[src/rtl/image_frame_feeder_if.sv]
// Stream bundle for the frame feeder: pixel input (s_*) and pixel output (m_*).
// The feeder side uses the master modport, the environment uses slave.
interface image_frame_feeder_if #(
    parameter int DATA_W = 32
);
    logic              s_tvalid;
    logic              s_tready;
    logic [DATA_W-1:0] s_tdata;
    logic              m_tvalid;
    logic              m_tready;
    logic              m_tlast;
    logic [DATA_W-1:0] m_tdata;

    modport master (
        input  s_tvalid, s_tdata, m_tready,
        output s_tready, m_tvalid, m_tdata, m_tlast
    );

    modport slave (
        output s_tvalid, s_tdata, m_tready,
        input  s_tready, m_tvalid, m_tdata, m_tlast
    );
endinterface

[src/rtl/image_frame_feeder.sv]
// Buffers incoming pixels in a FIFO and streams them out as a run of fixed-length
// frames per start pulse, optionally thresholding each pixel to a single bit.
module image_frame_feeder #(
    parameter int                        DATA_W    = 32,
    parameter int                        FRAME_LEN = 784,
    parameter int                        DEPTH     = 16,
    parameter bit                        BINARIZE  = 1'b0,
    parameter logic signed [DATA_W-1:0]  THRESH    = '0
) (
    input  logic                          clk,
    input  logic                          rst,
    input  logic                          start,
    input  logic [7:0]                    num_frames,
    image_frame_feeder_if.master          bus,
    output logic                          busy,
    output logic                          frame_done,
    output logic                          all_done,
    output logic [$clog2(FRAME_LEN)-1:0]  pix_cnt,
    output logic [7:0]                    frame_cnt,
    output logic [$clog2(DEPTH):0]        level
);
    localparam int AW = $clog2(DEPTH);
    localparam int LW = AW + 1;
    localparam int PW = $clog2(FRAME_LEN);

    typedef enum logic [1:0] {
        IDLE = 2'd0,
        RUN  = 2'd1,
        DONE = 2'd2
    } state_e;

    state_e            state_q;
    logic [7:0]        frames_left_q;
    logic [PW-1:0]     pix_cnt_q;
    logic [7:0]        frame_cnt_q;
    logic              busy_q;
    logic              frame_done_q;
    logic              all_done_q;

    logic [DATA_W-1:0] mem_q [DEPTH];
    logic [AW-1:0]     wptr_q;
    logic [AW-1:0]     wptr_d;
    logic [AW-1:0]     rptr_q;
    logic [AW-1:0]     rptr_d;
    logic [LW-1:0]     level_q;
    logic [LW-1:0]     level_d;

    logic              full_s;
    logic              empty_s;
    logic              s_tready_s;
    logic              m_tvalid_s;
    logic              push_s;
    logic              pop_s;
    logic              last_s;
    logic [DATA_W-1:0] head_s;

    // Handshake decode and FIFO next-state; a push and a pop in one cycle leave level unchanged
    always_comb begin
        full_s     = (level_q == LW'(DEPTH));
        empty_s    = (level_q == '0);
        s_tready_s = !full_s && !rst;
        m_tvalid_s = (state_q == RUN) && !empty_s;
        last_s     = (pix_cnt_q == PW'(FRAME_LEN - 1));
        push_s     = bus.s_tvalid && s_tready_s;
        pop_s      = m_tvalid_s && bus.m_tready;
        wptr_d     = wptr_q + AW'(push_s);
        rptr_d     = rptr_q + AW'(pop_s);
        level_d    = level_q + LW'(push_s) - LW'(pop_s);
        head_s     = mem_q[rptr_q];
    end

    // FIFO storage; contents need no reset because level gates visibility
    always_ff @(posedge clk) begin
        if (push_s) begin
            mem_q[wptr_q] <= bus.s_tdata;
        end
    end

    // FIFO pointers and occupancy
    always_ff @(posedge clk) begin
        if (rst) begin
            wptr_q  <= '0;
            rptr_q  <= '0;
            level_q <= '0;
        end else begin
            wptr_q  <= wptr_d;
            rptr_q  <= rptr_d;
            level_q <= level_d;
        end
    end

    // Sequence control: frame/pixel counters and the one-cycle status pulses
    always_ff @(posedge clk) begin
        if (rst) begin
            state_q       <= IDLE;
            frames_left_q <= 8'd0;
            pix_cnt_q     <= '0;
            frame_cnt_q   <= 8'd0;
            busy_q        <= 1'b0;
            frame_done_q  <= 1'b0;
            all_done_q    <= 1'b0;
        end else begin
            frame_done_q <= 1'b0;
            all_done_q   <= 1'b0;
            case (state_q)
                IDLE: begin
                    if (start) begin
                        state_q       <= RUN;
                        busy_q        <= 1'b1;
                        frames_left_q <= (num_frames == 8'd0) ? 8'd1 : num_frames;
                        pix_cnt_q     <= '0;
                        frame_cnt_q   <= 8'd0;
                    end
                end
                RUN: begin
                    if (pop_s) begin
                        if (last_s) begin
                            pix_cnt_q     <= '0;
                            frame_cnt_q   <= frame_cnt_q + 8'd1;
                            frame_done_q  <= 1'b1;
                            frames_left_q <= frames_left_q - 8'd1;
                            if (frames_left_q == 8'd1) begin
                                state_q    <= DONE;
                                all_done_q <= 1'b1;
                            end
                        end else begin
                            pix_cnt_q <= pix_cnt_q + PW'(1);
                        end
                    end
                end
                DONE: begin
                    state_q <= IDLE;
                    busy_q  <= 1'b0;
                end
                default: begin
                    state_q <= IDLE;
                    busy_q  <= 1'b0;
                end
            endcase
        end
    end

    // The head word only changes on a pop, so output data holds across stalls
    if (BINARIZE) begin : g_bin
        assign bus.m_tdata = {{(DATA_W - 1){1'b0}}, ($signed(head_s) > THRESH)};
    end else begin : g_pass
        assign bus.m_tdata = head_s;
    end

    assign bus.s_tready = s_tready_s;
    assign bus.m_tvalid = m_tvalid_s;
    assign bus.m_tlast  = m_tvalid_s && last_s;
    assign busy         = busy_q;
    assign frame_done   = frame_done_q;
    assign all_done     = all_done_q;
    assign pix_cnt      = pix_cnt_q;
    assign frame_cnt    = frame_cnt_q;
    assign level        = level_q;
endmodule

[src/flat_wrapper.sv]
// flat-port wrapper written by rule: the top's interface ports become plain ports
module image_frame_feeder_flat 
#(
    parameter int                        DATA_W    = 32,
    parameter int                        FRAME_LEN = 784,
    parameter int                        DEPTH     = 16,
    parameter bit                        BINARIZE  = 1'b0,
    parameter logic signed [DATA_W-1:0]  THRESH    = '0
)
  (clk, rst, start, num_frames, busy, frame_done, all_done, pix_cnt, frame_cnt, level, bus_s_tvalid, bus_s_tdata, bus_m_tready, bus_s_tready, bus_m_tvalid, bus_m_tdata, bus_m_tlast);
  image_frame_feeder_if #(.DATA_W(DATA_W)) bus_i ();
  input  logic clk;
  input  logic rst;
  input  logic start;
  input  logic [7:0] num_frames;
  output logic busy;
  output logic frame_done;
  output logic all_done;
  output logic [$clog2(FRAME_LEN)-1:0] pix_cnt;
  output logic [7:0] frame_cnt;
  output logic [$clog2(DEPTH):0] level;
  input wire logic [$bits(bus_i.s_tvalid)-1:0] bus_s_tvalid;
  input wire logic [$bits(bus_i.s_tdata)-1:0] bus_s_tdata;
  input wire logic [$bits(bus_i.m_tready)-1:0] bus_m_tready;
  output wire logic [$bits(bus_i.s_tready)-1:0] bus_s_tready;
  output wire logic [$bits(bus_i.m_tvalid)-1:0] bus_m_tvalid;
  output wire logic [$bits(bus_i.m_tdata)-1:0] bus_m_tdata;
  output wire logic [$bits(bus_i.m_tlast)-1:0] bus_m_tlast;
  assign bus_i.s_tvalid = bus_s_tvalid;
  assign bus_i.s_tdata = bus_s_tdata;
  assign bus_i.m_tready = bus_m_tready;
  assign bus_s_tready = bus_i.s_tready;
  assign bus_m_tvalid = bus_i.m_tvalid;
  assign bus_m_tdata = bus_i.m_tdata;
  assign bus_m_tlast = bus_i.m_tlast;
  image_frame_feeder #(.DATA_W(DATA_W), .FRAME_LEN(FRAME_LEN), .DEPTH(DEPTH), .BINARIZE(BINARIZE), .THRESH(THRESH)) u_core (.clk(clk), .rst(rst), .start(start), .num_frames(num_frames), .bus(bus_i), .busy(busy), .frame_done(frame_done), .all_done(all_done), .pix_cnt(pix_cnt), .frame_cnt(frame_cnt), .level(level));
endmodule
[config.mk]
export PLATFORM = sky130hd
export DESIGN_NAME = image_frame_feeder_flat
export DESIGN_NICKNAME = d
export VERILOG_FILES = /design/src/rtl/image_frame_feeder_if.sv /design/src/rtl/image_frame_feeder.sv /design/src/flat_wrapper.sv
export SDC_FILE = /design/constraint.sdc
export NUM_CORES = 1
export LEC_CHECK = 0
export CAP_MARGIN = 20
export CORE_AREA = 5 5 185 232
export CTS_CLUSTER_SIZE = 25
export DETAILED_ROUTE_END_ITERATION = 10
export DIE_AREA = 0 0 190 237
export PLACE_DENSITY = 0.78
export RECOVER_POWER = 25
export SETUP_SLACK_MARGIN = 0.3
export SLEW_MARGIN = 20
export SYNTH_ARGS = -nofsm -noshare
export SYNTH_HDL_FRONTEND = slang
export SYNTH_SLANG_ARGS = --single-unit
[constraint.sdc]
create_clock -name clk -period 5.53 [get_ports clk]
set_input_delay 0.553 -clock clk [delete_from_list [all_inputs] [get_ports clk]]
set_output_delay 0.553 -clock clk [all_outputs]
set_load 0.02 [all_outputs]
==> summary.txt, run 1 <==
Outcome
  • Outcome: finished with violations
  • Violated checks: max-capacitance violations, max-slew violations

Logic synthesis
  • Most numerous cell in the Yosys netlist: edfxtp_1
  • Synth Flop Type: edfxtp_1
  • Synth cell count leaders: edfxtp_1, mux2i_1, a221oi_1, mux4_2
  • Synthesized instance count: 1,208
  • Synth top area cells: edfxtp_1, mux4_2, mux2i_1
  • Seq cells post-synth: 556
  • Post-synth top area share: between 70 and 80%
  • Mapped Avg Cell Area: between 15 and 20 µm²
  • EDFF count, synth: roughly 510
  • Post-synth ARST share: 0%
  • Post-synthesis cell area: 21,900 µm²
  • Syn_nets: ~1,300
  • Sequential area share after synthesis: 74.2%
  • Largest area contributor in the netlist: edfxtp_1
  • Synth Warn #: 0
  • Distinct cells, synth: 61

GRT
  • First-pass GRT wire length: around 73,000 µm
  • Initial antenna violation count: 3
  • Global Route Usage Sum: between 20% and 30%
  • Largest net degree at the start of global routing: between 60 and 70
  • Total grt overflow: 0
  • Number of global-route vias before repair: about 12,000

STA
  • Min Tclk post-route: 4400 ps
  • Max Slew Vio Count: 34
  • RSZ-0062 raised after global routing: no
  • Final setup viols: 0
  • TNS Setup: 0 ps
  • Final Cycle Share: about four fifths
  • Clock skew after layout: between 30 and 40 ps
  • Max_slew headroom: -5.41%
  • Endpoints failing hold: 0
  • Worst Tran Pin Value: 1580 ps
  • Max Fclk: about 230 MHz

Placed design
  • IO Port Bufs: ~110
  • Placed insts: around 1,800
  • GPL Wtd Cong: roughly 0.81
  • Final HPWL DP: approximately 27,000 µm

Floorplan
  • Area of the core: slightly above 40,000 µm²
  • Die Area: 45,000 µm²
  • Cell row count: slightly above 80
  • IO Count: about 110
  • Die Wd: about 190 µm
  • Initial core utilization: 53.9%
  • Chip height: about 240 µm

Final layout
  • Final non-filler cell total: roughly 1,900
  • Area delta synth->final: 17.0%
  • Diode count: 0
  • Final-stage net count: 1,390
  • Fillers: around 2,700
  • Layout cells sized above 1: about 15%

Critical path
  • Slowest stage delay, CP: 820 ps
  • WP data arrival: a little under 4000 ps
  • Worst Setup EP: bus_m_tdata[19]
  • Reg2reg end: u_core.mem_q[8][10]$_DFFE_PP_
  • Critical path capture point type: output pin
  • Origin of the worst setup path: u_core.rptr_q[1]$_SDFF_PP0_
  • Largest fanout on the critical path: 66
  • Slowest-stage cell, CP: buf_4
  • Most frequent CP cell: buf_4
  • Critical path cell sequence: buf_4, nor2b_4, buf_4, a221oi_1, o21ai_0, nand2_1, clkdlybuf4s50_1
  • R2r setup slk: approximately 2200 ps
  • FF-to-FF Start: u_core.level[2]$_SDFF_PP0_
  • Startpoint Class: register
  • CP Class: reg2out
  • R2r worst-path depth: 7
  • Critical path required time: between 4000 and 5000 ps

Clocking
  • Max Root-Sink Buffers: 3
  • TritonCTS Sinks: 556
  • CTS H-tree depth: 2
  • CTS buffer count: a little under 50
  • Clock root buffer: clkbuf_16
  • Worst-skew pair later-pin latency: between 500 and 600 ps
  • CTS tree: yes
  • Postcts setup bufs: 0
  • Resized Gates After CTS: 0
  • Register clock-pin slew on the reported worst setup and hold paths: approximately 70 ps
  • Hold_buf cts: 0

Hold path
  • Hold crit path type: reg2reg
  • Hold path cells: 1

Routing
  • Vias after detailed routing: 11,872
  • Vias per cell: 6.18
  • ANT nets after route: 0
  • Final WL: between 40,000 and 50,000 µm
  • Routed len/inst: about 25 µm
  • Initial DRC count: 1,092
  • # DRC: 0
  • 1st-pass router iterations: 5

Power
  • Leakage Power: 7.92 nW
  • PD cells: about 360 nW/µm²
  • VDD IR max: about 240 µV

Job
  • Max cap viols: 1
==> logic make-up after synthesis <==
logic type               Yosys count  synth area share (%)
XOR/XNOR                           8                 0.320
AO/OA/AOI/OAI                    198                  6.66
multiplexers                     193                  12.5
adder cells (fa/ha/maj)           14                 0.834
buffers and inverters             81                  1.65
flip-flops                       556                  74.2
AND/OR/NAND/NOR                  158                  3.82
==> routing by layer <==
metal  share of wire [%]  track usage [%]  wire (µm)
met1                  38             27.3      18400
met2                  52             37.3      25000
met3                 7.2             4.01       3450
met4                 2.1             5.46        995
met5               0.071                0         34
==> power breakdown <==
part,switching [W],internal [W],total (W)
sequential,0.0000689,0.00465,0.00472
clock,0.00148,0.00201,0.00349
combinational,0.000513,0.000467,0.000980
total,0.00206,0.00713,0.00919
==> critical path, delay by kind of cell (launching register included) <==
family / cells / cell delay (ps)
AOI/OAI and AO/OA: 2 / 630
buffers and inverters: 3 / 1800
DFF: 1 / 350
and+or+nand+nor: 2 / 430
==> cell type report <==
cell class	count	area (µm²)	area share [%]
Multi-Input combinational cell	571	5410	21.1
Timing Repair Buffer	141	1560	6.10
Tap cell	552	691	2.70
Sequential cell	556	16300	63.5
Clock inverter	27	275	1.07
Inverter	12	45.0	0.176
Clock buffer	63	1390	5.40
==> layout by cell type, fill, tap and decap left out, drive strengths merged, types with 4 or more instances in the layout <==
cell type	count
o31ai	11
nor3	9
edfxtp	512
xnor2	5
nand3	15
clkbuf	64
nand2b	5
dfxtp	44
ha	13
dlygate4sd3	19
clkdlybuf4s50	86
mux2i	129
o21ai	42
nor2	33
a31oi	9
nand3b	4
inv	14
clkinv	16
or3	7
and3	4
o311ai	10
bufinv	5
a21oi	17
nand2	44
clkinvlp	4
a221oi	64
a22oi	34
mux4	64
buf	35
nor2b	10
==> how the worst min path moves through the flow <==
stage	start	end	slack, ps
2_1_floorplan	u_core.state_q[1]$_SDFFE_PP0P_	u_core.busy$_SDFFE_PP0P_	450
3_3_place_gp	u_core.frame_cnt[7]$_SDFFE_PP0P_	u_core.frame_cnt[7]$_SDFFE_PP0P_	460
3_5_place_dp	u_core.frame_cnt[7]$_SDFFE_PP0P_	u_core.frame_cnt[7]$_SDFFE_PP0P_	480
4_1_cts	u_core.frame_cnt[7]$_SDFFE_PP0P_	u_core.frame_cnt[7]$_SDFFE_PP0P_	500
5_1_grt	u_core.frame_cnt[7]$_SDFFE_PP0P_	u_core.frame_cnt[7]$_SDFFE_PP0P_	520
6_report	u_core.frame_cnt[6]$_SDFFE_PP0P_	u_core.frame_cnt[6]$_SDFFE_PP0P_	510
==> sequential cells by signal (all words and copies together), names as in the netlist <==
| register | cells |
|---|---|
| u_core.mem_q | 512 |
| u_core.busy | 1 |
| u_core.level | 5 |
| u_core.state_q | 2 |
| u_core.all_done | 1 |
| u_core.frames_left_q | 8 |
| u_core.wptr_q | 4 |
| u_core.rptr_q | 4 |
| u_core.pix_cnt | 10 |
| u_core.frame_cnt | 8 |
| u_core.frame_done | 1 |
==> per-stage QoR <==
step                      util [%]  setup slack (ps)  hold slack (ps)  total power (W)  cell area (µm²)
after floorplan                  -              1150              453          0.00544            21900
after global routing          63.1               923              517          0.00948            25600
after detailed placement      59.0              1710              478          0.00579            24000
final                         63.1              1130              507          0.00919            25600
after global placement        58.4              1770              458          0.00577            23700
after CTS                     63.1              1120              501          0.00923            25600
No activity file was read; power rests on OpenSTA's default activity.
==> inputs of run 2 (changes only) <==
==> constraint.sdc (replaced) <==
create_clock -name clk -period 4.6 [get_ports clk]
set_input_delay 0.46 -clock clk [delete_from_list [all_inputs] [get_ports clk]]
set_output_delay 0.46 -clock clk [all_outputs]
set_load 0.02 [all_outputs]
==> summary.txt, run 2 (synthesis gave the netlist of run 1 again) <==
Outcome
  • Outcome: complete, no violations

STA
  • Worst Tran Pin Value: approximately 860 ps
  • RSZ-0062 raised after global routing: no
  • Max_slew headroom: between 40 and 50%
  • Max Slew Vio Count: 0
  • Min Tclk post-route: between 4000 and 5000 ps
  • TNS Setup: 0 ps
  • Endpoints failing hold: 0
  • Worst hold margin: between 400 and 500 ps
  • Clock skew after layout: ~26 ps
  • Final setup viols: 0
  • Max Fclk: between 200 and 250 MHz
  • Final Cycle Share: 88.1%
  • Final setup margin: approximately 550 ps

Critical path
  • Critical path required time: approximately 4100 ps
  • CP Class: reg2out
  • FF-to-FF Start: u_core.level[3]$_SDFF_PP0_
  • R2r worst-path depth: 7
  • Reg2reg end: u_core.mem_q[13][29]$_DFFE_PP_
  • Largest fanout on the critical path: 33
  • Startpoint Class: register
  • Origin of the worst setup path: u_core.rptr_q[3]$_SDFF_PP0_
  • Critical path capture point type: output pin
  • WP data arrival: ~3600 ps
  • R2r setup slk: approximately 1500 ps
  • Worst Setup EP: bus_m_tdata[28]

Clocking
  • Resized Gates After CTS: 0
  • Postcts setup bufs: 0
  • Max Root-Sink Buffers: 3
  • CTS buffer count: between 50 and 60
  • CTS H-tree depth: 2
  • Register clock-pin slew on the reported worst setup and hold paths: 60 ps
  • TritonCTS Sinks: 556
  • Hold_buf cts: 0
  • Clock root buffer: clkbuf_16
  • Worst-skew pair later-pin latency: between 500 and 600 ps
  • CTS tree: yes

GRT
  • Number of global-route vias before repair: between 10,000 and 15,000
  • Total grt overflow: 0
  • Global Route Usage Sum: between 20 and 25%
  • First-pass GRT wire length: 75,200 µm
  • Largest net degree at the start of global routing: 40
  • Initial antenna violation count: 1

Routing
  • Routed len/inst: 25.4 µm
  • 1st-pass router iterations: 5
  • Initial DRC count: between 1,000 and 1,500
  • Vias after detailed routing: about 12,000
  • # DRC: 0
  • ANT nets after route: 0
  • Vias per cell: 6.14
  • Final WL: a little under 50,000 µm

Floorplan
  • Area of the core: just over 40,000 µm²
  • Initial core utilization: between 50% and 60%
  • IO Count: approximately 110
  • Die Area: around 45,000 µm²
  • Chip height: about 240 µm
  • Die Wd: ~190 µm
  • Cell row count: 83

Final layout
  • Final Instance Area: 25,500 µm²
  • Fillers: ~2,700
  • Area delta synth->final: 16.4%
  • Most common library cell in the layout ignoring fill and taps: edfxtp_1
  • Final-stage net count: between 1,000 and 1,500
  • Largest Register: u_core.mem_q
  • Layout cells sized above 1: 15.4%
  • Multi-input gate area: approximately 5400 µm²
  • Final Util: 62.8%
  • Largest register FFs: around 510
  • Most frequent cells in the layout: edfxtp_1, mux2i_1, clkdlybuf4s50_1
  • FF/Latch Area: 16,300 µm²

Power
  • VDD IR max: ~290 µV
  • Leakage Power: between 7 and 8 nW
  • PD cells: between 400 and 500 nW/µm²

Hold path
  • Hold crit path type: reg2reg

Placed design
  • Pre-CTS setup slack: between 1000 and 1500 ps
  • Dpl cell area: roughly 24,000 µm²
  • GPL Wtd Cong: about 0.8
  • IO Port Bufs: between 100 and 150
  • Final HPWL DP: 28,300 µm

Job
  • Max cap viols: 0
run 2: layout make-up:
cell class | instances | area share, %
inverter | 12 | 0.177
timing repair buffer | 146 | 5.62
clock buffer | 66 | 5.35
clock inverter | 30 | 1.13
multi-input combinational | 571 | 21.2
sequential | 556 | 63.8
tap | 552 | 2.71
antenna | 1 | 0.00982
run 2: how the worst min path moves through the flow:
stage	cells past startpoint	start	to	slack [ps]
final	1	u_core.state_q[1]$_SDFFE_PP0P_	u_core.busy$_SDFFE_PP0P_	490
after detailed placement	1	u_core.frame_cnt[7]$_SDFFE_PP0P_	u_core.frame_cnt[7]$_SDFFE_PP0P_	470
after floorplan	1	u_core.state_q[1]$_SDFFE_PP0P_	u_core.busy$_SDFFE_PP0P_	450
after global placement	1	u_core.frame_cnt[7]$_SDFFE_PP0P_	u_core.frame_cnt[7]$_SDFFE_PP0P_	460
after CTS	1	u_core.frame_cnt[7]$_SDFFE_PP0P_	u_core.frame_cnt[7]$_SDFFE_PP0P_	490
after global routing	1	u_core.state_q[1]$_SDFFE_PP0P_	u_core.busy$_SDFFE_PP0P_	520
run 2: metrics by stage:
stage               std cells  total power, W
finish                   1934          0.0110
global route             1933          0.0114
CTS                      1933          0.0111
detailed placement       1837         0.00698
global placement         1837         0.00695
floorplan                1208         0.00654
run 2: power breakdown:
| part | switching (W) | leakage, nW | internal, W |
|---|---|---|---|
| clock network | 0.00184 | 0.791 | 0.00234 |
| registers | 0.0000783 | 4.97 | 0.00559 |
| logic | 0.000626 | 2.14 | 0.000567 |
| total | 0.00254 | 7.90 | 0.00850 |
run 2: worst max-delay path: stages (launching register included):
cell and delay (ps):
dfxtp_1 330, buf_4 440, inv_1 490, buf_4 390, a221oi_1 370, o21ai_0 190
nand2_1 170, clkdlybuf4s50_1 630
run 2: metal layers:
metal	share of wire, %	track usage, %	wire, µm	vias up
met2	53	38.6	25800	499
li1	-	-	-	5227
met5	0	0	0	-
met3	7.7	4.29	3800	64
met1	38	28.0	18700	6078
met4	1.7	4.93	828	0
==> inputs of run 3 (changes only) <==
--- a/config.mk
+++ b/config.mk
@@ -11,7 +11,7 @@
 export DETAILED_ROUTE_END_ITERATION = 10
 export DIE_AREA = 0 0 190 237
 export PLACE_DENSITY = 0.78
-export RECOVER_POWER = 25
+export RECOVER_POWER = 50
 export SETUP_SLACK_MARGIN = 0.3
 export SLEW_MARGIN = 20
 export SYNTH_ARGS = -nofsm -noshare
==> summary.txt, run 3 (synthesis gave the netlist of run 1 again) <==
Clocking
  • TritonCTS Sinks: about 560
  • Worst-skew pair later-pin latency: between 500 and 600 ps
  • CTS tree: yes
  • CTS buffer count: 51
  • Postcts setup bufs: 0
  • CTS H-tree depth: 2
  • Max Root-Sink Buffers: 3
  • Hold_buf cts: 0
  • Register clock-pin slew on the reported worst setup and hold paths: around 70 ps
  • Clock root buffer: clkbuf_16
  • Resized Gates After CTS: 0

STA
  • Worst hold margin: ~490 ps
  • Max_slew headroom: -73.3%
  • TNS Setup: 0 ps
  • Clock skew after layout: about 23 ps
  • Final setup viols: 0
  • Min Tclk post-route: between 4000 and 5000 ps
  • Final Cycle Share: around nine tenths
  • RSZ-0062 raised after global routing: no
  • Endpoints failing hold: 0
  • Max Slew Vio Count: between 70 and 80
  • Worst Tran Pin Value: ~2600 ps
  • Max Fclk: approximately 240 MHz

Hold path
  • Hold crit path type: reg2reg
  • Min-delay src: u_core.frame_cnt[7]$_SDFFE_PP0P_

Final layout
  • Most common library cell in the layout ignoring fill and taps: edfxtp_1
  • Most frequent cells in the layout: edfxtp_1, mux2i_1, a221oi_1, mux4_2, dlygate4sd3_1
  • Largest Register: u_core.mem_q
  • Final-stage net count: roughly 1,400
  • Area delta synth->final: 16.3%
  • Fillers: ~2,700
  • FF/Latch Area: 16,300 µm²
  • Multi-input gate area: 5380 µm²
  • Largest register FFs: between 500 and 600
  • Layout cells sized above 1: around 15%

GRT
  • Global Route Usage Sum: around 22%
  • Total grt overflow: 0
  • First-pass GRT wire length: ~75,000 µm
  • Largest net degree at the start of global routing: 40
  • Initial antenna violation count: 2
  • Number of global-route vias before repair: ~12,000

Floorplan
  • Die Wd: 190 µm
  • IO Count: 106
  • Die Area: roughly 45,000 µm²
  • Area of the core: 40,600 µm²
  • Chip height: 237 µm
  • Cell row count: 83
  • Initial core utilization: about 54%

Job
  • Max cap viols: 2

Outcome
  • Outcome: finished with violations
  • Violated checks: max-capacitance violations, max-slew violations

Power
  • Cell Int Power: 0.00848 W
  • Switch share: a little under a quarter
  • PD cells: roughly 430 nW/µm²
  • Leakage Power: approximately 8 nW
  • Combinational power share: approximately a tenth
  • Clock share of power: a little under two fifths
  • VDD IR max: 287 µV
  • Net load switching power: around 0.0025 W
  • Sequential fraction of design power: 51.5%

Routing
  • 1st-pass router iterations: 5
  • ANT nets after route: 0
  • # DRC: 0
  • Vias per cell: 6.19
  • Initial DRC count: 991
  • Final WL: around 50,000 µm
  • Routed len/inst: ~25 µm
  • Vias after detailed routing: 11,973

Critical path
  • Critical path required time: a little over 4000 ps
  • Largest fanout on the critical path: 33
  • WP data arrival: 3630 ps
  • Origin of the worst setup path: u_core.rptr_q[3]$_SDFF_PP0_
  • CP Class: reg2out
  • Critical path capture point type: output pin
  • Startpoint Class: register
  • FF-to-FF Start: u_core.level[3]$_SDFF_PP0_

Placed design
  • IO Port Bufs: 105
  • GPL Wtd Cong: 0.805
  • Final HPWL DP: approximately 28,000 µm
==> run 3: cell count changes in the layout (fill, tap and decap cells not counted), sizes merged <==
cell	change
buf	-2
clkbuf	+2
clkdlybuf4s50	-39
dlygate4sd3	+39
==> run 3: cell type report <==
type | instances | share of cell area, %
Multi-Input combinational cell | 571 | 21.1
Antenna cell | 1 | 0.00983
Tap cell | 552 | 2.71
Clock inverter | 30 | 1.13
Sequential cell | 556 | 63.9
Inverter | 12 | 0.177
Timing Repair Buffer | 146 | 5.60
Clock buffer | 66 | 5.36
==> run 3: final timing paths <==
kind	endpoint	slack, ps	depth (start not counted)
max	bus_m_tdata[28]	510	7
min	u_core.frame_cnt[7]$_SDFFE_PP0P_	490	1
max reg2reg	u_core.pix_cnt[5]$_SDFFE_PP0P_	730	6
min reg2reg	u_core.frame_cnt[7]$_SDFFE_PP0P_	490	1
==> run 3: stage by stage <==
stage	utilization, %	total power (W)	area (µm²)	worst slack [ps]	cells
final	62.7	0.0110	25500	511	1934
after global routing	62.7	0.0114	25500	288	1933
after CTS	62.8	0.0111	25500	558	1933
after detailed placement	58.7	0.00698	23800	1220	1837
after global placement	58.7	0.00695	23800	1340	1837
after floorplan	-	0.00654	21900	542	1208
==> run 3: worst max-delay path: stages (launching register included) <==
cell and delay [ps]:
dfxtp_1 330, buf_4 450, inv_1 510, buf_4 390, a221oi_1 360, o21ai_0 180, nand2_1 170, clkdlybuf4s50_1 630
==> run 3: power by group through the flow <==
| stage | Clock [W] | Combinational (W) | Sequential (W) |
|---|---|---|---|
| 5_1_grt | 0.00444 | 0.00127 | 0.00568 |
| 4_1_cts | 0.00423 | 0.00121 | 0.00567 |
| 3_3_place_gp | 0 | 0.00118 | 0.00578 |
| 6_report | 0.00418 | 0.00117 | 0.00567 |
| 2_1_floorplan | 0 | 0.000787 | 0.00576 |
| 3_5_place_dp | 0 | 0.00120 | 0.00578 |
==> run 3: layer usage <==
layer	vias up	wire length [µm]	track usage [%]	share of wire (%)
met5	-	0	0	0
met4	0	889	4.93	1.8
met3	76	3950	4.29	8.0
met2	536	25900	38.6	53
met1	6129	18500	28.0	38
li1	5232	-	-	-
